File: config.mk
export PLATFORM = sky130hd
export DESIGN_NAME = frame_mem_writer
export DESIGN_NICKNAME = d
export VERILOG_FILES = /design/src/rtl/frame_mem_writer.sv
export SDC_FILE = /design/constraint.sdc
export NUM_CORES = 1
export LEC_CHECK = 0
export BUFFER_PORTS_ARGS = -buffer_cell sky130_fd_sc_hd__buf_2
export CORE_UTILIZATION = 47
export CTS_CLUSTER_DIAMETER = 40
export DETAILED_ROUTE_END_ITERATION = 6
export PLACE_DENSITY_LB_ADDON = 0.08
export SETUP_SLACK_MARGIN = 0.1
export SLEW_MARGIN = 20
export SYNTH_ARGS = -nofsm -noshare
export SYNTH_HDL_FRONTEND = slang
export SYNTH_SLANG_ARGS = --single-unit
File: constraint.sdc
create_clock -name GCLK -period 2.4 [get_ports GCLK]
set_clock_uncertainty 0.2 [all_clocks]
set_input_delay 0.36 -clock GCLK [delete_from_list [all_inputs] [get_ports GCLK]]
set_output_delay 0.36 -clock GCLK [all_outputs]
set_load 0.1 [all_outputs]
File: src/rtl/frame_mem_writer.sv
// rtl/frame_mem_writer.sv - packs four pixels per word and writes blocks into frame memory
module frame_mem_writer #(
    parameter int PIX_W     = 8,
    parameter int FRAME_PIX = 76800,
    parameter int ADDR_W    = 17
) (
    input  logic                 GCLK,
    input  logic                 RESETN,
    input  logic [PIX_W-1:0]     pix_data,
    input  logic                 pix_valid,
    input  logic                 pix_sof,
    output logic                 pix_ready,
    output logic                 mem_wr_en,
    output logic [ADDR_W-1:0]    mem_wr_addr,
    output logic [4*PIX_W-1:0]   mem_wr_data,
    input  logic                 mem_wr_ack,
    output logic                 frame_done,
    output logic                 sync_err,
    output logic                 LD0
);

    typedef enum logic [1:0] {IDLE, FILL, WRITE} state_t;

    localparam logic [ADDR_W-1:0] LAST_ADDR = ADDR_W'(FRAME_PIX - 4);

    state_t               state, state_d;
    logic [1:0]           lane, lane_d;
    logic [ADDR_W-1:0]    addr, addr_d;
    logic [4*PIX_W-1:0]   data, data_d;
    logic                 frame_done_d, sync_err_d, ld0, ld0_d;
    logic                 xfer;

    assign pix_ready   = (state != WRITE);
    assign mem_wr_en   = (state == WRITE);
    assign mem_wr_addr = addr;
    assign mem_wr_data = data;
    assign LD0         = ld0;
    assign xfer        = pix_valid && pix_ready;

    always_comb begin
        state_d      = state;
        lane_d       = lane;
        addr_d       = addr;
        data_d       = data;
        frame_done_d = 1'b0;
        sync_err_d   = 1'b0;
        ld0_d        = ld0;
        case (state)
            IDLE: begin
                if (xfer && pix_sof) begin
                    data_d  = {pix_data, {(3*PIX_W){1'b0}}};
                    lane_d  = 2'd1;
                    addr_d  = '0;
                    state_d = FILL;
                end
            end
            FILL: begin
                if (xfer) begin
                    // sof anywhere but the very start of a frame restarts the frame at pixel 0
                    if (pix_sof && (lane != 2'd0 || addr != '0)) begin
                        sync_err_d = 1'b1;
                        data_d     = {pix_data, {(3*PIX_W){1'b0}}};
                        lane_d     = 2'd1;
                        addr_d     = '0;
                    end else begin
                        for (int i = 0; i < 4; i++) begin
                            if (lane == 2'(i)) data_d[(3-i)*PIX_W +: PIX_W] = pix_data;
                        end
                        lane_d = lane + 2'd1;
                        if (lane == 2'd3) state_d = WRITE;
                    end
                end
            end
            WRITE: begin
                if (mem_wr_ack) begin
                    lane_d = 2'd0;
                    if (addr == LAST_ADDR) begin
                        addr_d       = '0;
                        frame_done_d = 1'b1;
                        ld0_d        = 1'b1;
                        state_d      = IDLE;
                    end else begin
                        addr_d  = addr + ADDR_W'(4);
                        state_d = FILL;
                    end
                end
            end
            default: state_d = IDLE;
        endcase
    end

    always_ff @(posedge GCLK) begin
        if (!RESETN) begin
            state      <= IDLE;
            lane       <= 2'd0;
            addr       <= '0;
            data       <= '0;
            frame_done <= 1'b0;
            sync_err   <= 1'b0;
            ld0        <= 1'b0;
        end else begin
            state      <= state_d;
            lane       <= lane_d;
            addr       <= addr_d;
            data       <= data_d;
            frame_done <= frame_done_d;
            sync_err   <= sync_err_d;
            ld0        <= ld0_d;
        end
    end

endmodule

==> metrics.txt <==
CTS Hold Bufs=0; total negative slack for setup checks=0 ns; cell area after synthesis=about 2600 µm²; Max H-tree Level=2; number of max-cap violations=0; CTS Buffer Depth=2; clock buffer count from CTS=5; portion of total power attributed to combinational logic=about three fifths; CP top delay family=simple AND/OR/NAND/NOR gates; Max VDD drop=between 600 and 700 µV; final critical path time including I/O delays and setup=approximately 2.4 ns; data arrival time at the worst-slack endpoint=between 2 and 2.5 ns; CP peak stage delay=approximately 0.55 ns; share of async-settable or async-resettable flops after synthesis=0%; worst slack at placement=-0.0575 ns; cell types with the highest counts after synthesis=sky130_fd_sc_hd__dfxtp_1 (54), sky130_fd_sc_hd__nand2_1 (45), sky130_fd_sc_hd__mux2i_1 (26); GPL Wtd Cong=0.841; root buf cell=sky130_fd_sc_hd__clkbuf_8; top post-synthesis cells by area=sky130_fd_sc_hd__dfxtp_1 (41%), sky130_fd_sc_hd__mux2i_1 (10%), sky130_fd_sc_hd__nand2_1 (6.5%), sky130_fd_sc_hd__ha_1 (5.3%), sky130_fd_sc_hd__nand3_1 (4.4%); Core Box Area=roughly 5200 µm²; non-filler instance count after layout=456; count of final max-slew check failures=0; share of cells above drive strength 1=44.0%; crit-path max FO=6; via count of the first global-routing pass=2,182; number of buffer cells added on primary ports=64; final antenna diode count=0; Final Hold Vio Count=0; final WL=about 7000 µm; clock input transition at the sequential cells of the worst setup and hold paths=about 0.090 ns; number of nets still failing antenna checks after routing=0; worst setup margin=between 0.01 and 0.015 ns; crit share post-route=around 99%; Netlist cell types=38; average detailed-routed wire length per instance=about 15 µm; number of flip-flops and latches in the synthesized netlist=between 50 and 60; via total after detailed routing=between 2,000 and 2,500; Flop pwr share=about 28%; critical path cell sequence=inv_2 > ha_2 > buf_4 > nand4b_1 > o41ai_4 > or3_4 > or4_4 > a21oi_2; mean post-synth cell area=about 9.1 µm²; slew at the pin closest to its max-slew limit=roughly 0.54 ns; buffering stage count on the worst path with inverters included=2; wire length of the first global-routing pass=10,900 µm; first-pass iteration count of the detailed router=4; clock latency of the later-clocked register in the worst-skew pair=a little over 0.3 ns; initial cell density of the core=49.8%; number of instances in the synthesized netlist=~290; total setup violations reported at the end of the flow=0; number of synthesized flops with an enable pin=0; post-synth top area cell=sky130_fd_sc_hd__dfxtp_1; power share of the clock group=roughly 13%; setup repair after global routing missed its margin=yes; result of the run=complete, no violations; half-perimeter wire length of the detailed placement result=4690 µm; Die Span Y=76.5 µm; floorplan die width=~77 µm; number of sinks driven by the clock tree=between 50 and 60; switching power summed over all nets=between 1500 and 2000 µW; Hold Path Class=input pin to register; sequential share of the synthesized area=between 40% and 50%; kind of capture point of the worst setup path=register; YS warnings=0; prevailing post-synth register cell=sky130_fd_sc_hd__dfxtp_1; Critical Setup Path Class=register to register; Top-Level Pins=67; largest net degree at the start of global routing=40; internal portion of total power=2040 µW; Switching Fraction=45.7%; overall die area=5860 µm²; nets=slightly above 400; number of cell rows=26; achievable frequency=~420 MHz; power density over the cells=between 1000 and 1500 nW/µm²; required time reported for the critical path endpoint=2.44 ns; number of antenna violations at the first check in global routing=0; overall global routing resource usage=approximately a quarter; Synth top area share=41.4%; Worst Hold Slack=about 0.097 ns; Static Leak=around 0.0017 µW; Critical Path Start Type=register; grt total ovfl=0; Syn-to-layout area delta=39.2%; Remaining DRCs=0; clock tree from TritonCTS=yes; Worst path slowest cell=sky130_fd_sc_hd__or4_4; number of vias per cell after detailed routing=5.33; Design Power=between 3000 and 4000 µW; most frequent cell after synthesis=sky130_fd_sc_hd__dfxtp_1; worst-case headroom to the max-slew limit=63.8%; total placed cells including tap cells=429; violation count after the first detailed-route iteration=around 150
cells in the final DEF (no fill, tap or decap), types with 2 or more instances in the layout:
cell                        netlist  routed
sky130_fd_sc_hd__a21oi_1         12       8
sky130_fd_sc_hd__a21oi_2          0       4
sky130_fd_sc_hd__and3_1           2       2
sky130_fd_sc_hd__and4_1           3       3
sky130_fd_sc_hd__buf_12           0       6
sky130_fd_sc_hd__buf_2            3      63
sky130_fd_sc_hd__buf_4            6      29
sky130_fd_sc_hd__buf_6            0       6
sky130_fd_sc_hd__clkbuf_16        0       2
sky130_fd_sc_hd__clkbuf_8         0       5
sky130_fd_sc_hd__conb_1           1       2
sky130_fd_sc_hd__dfxtp_1         54      36
sky130_fd_sc_hd__dfxtp_2          0       7
sky130_fd_sc_hd__dfxtp_4          0      11
sky130_fd_sc_hd__ha_1            11       8
sky130_fd_sc_hd__ha_2             0       2
sky130_fd_sc_hd__inv_1           11       8
sky130_fd_sc_hd__inv_2            0       3
sky130_fd_sc_hd__mux2i_1         26      26
sky130_fd_sc_hd__nand2_1         45      45
sky130_fd_sc_hd__nand3_1         23      15
sky130_fd_sc_hd__nand3_2          0       8
sky130_fd_sc_hd__nand4_1          5       5
sky130_fd_sc_hd__nand4b_1         2       2
sky130_fd_sc_hd__nor2_1          15      15
sky130_fd_sc_hd__nor2b_1          2       2
sky130_fd_sc_hd__nor4_1           6       6
sky130_fd_sc_hd__o21ai_0         11       3
sky130_fd_sc_hd__o21ai_1          0       7
sky130_fd_sc_hd__o21ai_4          3       4
sky130_fd_sc_hd__o22ai_1          2       2
sky130_fd_sc_hd__o31ai_1          4       4
sky130_fd_sc_hd__o41ai_4          2       2
sky130_fd_sc_hd__or3_1            3       2
sky130_fd_sc_hd__or4_1            5       2
sky130_fd_sc_hd__or4_4            3       6
sky130_fd_sc_hd__xnor2_1          7       7
per-layer routing:
metal | part of all wire [%] | track usage, % | vias up
met5 | 0 | 0 | -
met4 | 1.3 | 7.12 | 0
met3 | 4.9 | 4.19 | 8
met2 | 44 | 33.9 | 59
met1 | 50 | 34.5 | 1160
li1 | - | - | 1205
final cells by class:
type	instances	area, µm²
Fill cell	436	1610
Clock buffer	5	68.8
Inverter	11	41.3
Multi-Input combinational cell	207	1510
Tap cell	70	87.6
Sequential cell	54	1130
Timing Repair Buffer	107	778
Clock inverter	2	13.8
tightest hold or removal path, stage by stage:
cell                      delay (ns)
sky130_fd_sc_hd__buf_2          0.11
sky130_fd_sc_hd__nand2_1        0.05
sky130_fd_sc_hd__mux2i_1        0.05
worst paths after layout:
kind	start	end	slack (ns)	cells past startpoint
hold / removal	pix_data[1]	mem_wr_data[25]$_SDFFE_PN0P_	0.1	3
setup / recovery	state[1]$_SDFFE_PN0P_	mem_wr_addr[12]$_SDFFE_PN0P_	0.01	8
setup reg to reg	state[1]$_SDFFE_PN0P_	mem_wr_addr[12]$_SDFFE_PN0P_	0.01	8
hold reg to reg	mem_wr_data[7]$_SDFFE_PN0P_	mem_wr_data[7]$_SDFFE_PN0P_	0.26	2
timing repair:
| action | CTS | global route |
|---|---|---|
| resized for setup | 2 | 26 |
| cloned | 0 | 2 |
| pin swaps | 5 | 17 |
| endpoints found under the setup margin | 36 | 45 |
| setup buffers | 8 | 10 |
power by group through the flow:
stage               logic, µW  clock network [µW]  registers, µW
finish                   2220                 504           1040
global route             2350                 562           1050
CTS                      1930                 519           1030
detailed placement       1810                   0           1050
global placement         1810                   0           1050
floorplan                 956                   0           1480
cell families after synthesis:
kind of cell               after synthesis  share of synthesized area [%]
muxes                                   26                           9.97
DFF                                     54                           41.4
adders and majority gates               11                           5.27
AOI/OAI and AO/OA                       38                           11.5
buffers and inverters                   28                           5.03
and+or+nand+nor                        123                           24.4
xor gates and xnor gates                 7                           2.35
other                                    1                          0.144
registers in the layout, summed over array words and instances (netlist names):
signal,flops
state,2
LD0,1
mem_wr_addr,15
frame_done,1
sync_err,1
lane,2
mem_wr_data,32
per-stage QoR:
step                area, µm²  utilization (%)
finish                   3630             69.4
global route             3630             69.4
CTS                      3400             64.9
detailed placement       3240             61.9
global placement         3240             61.9
floorplan                2710                -
Note: power is estimated with default switching activity, not from simulation.
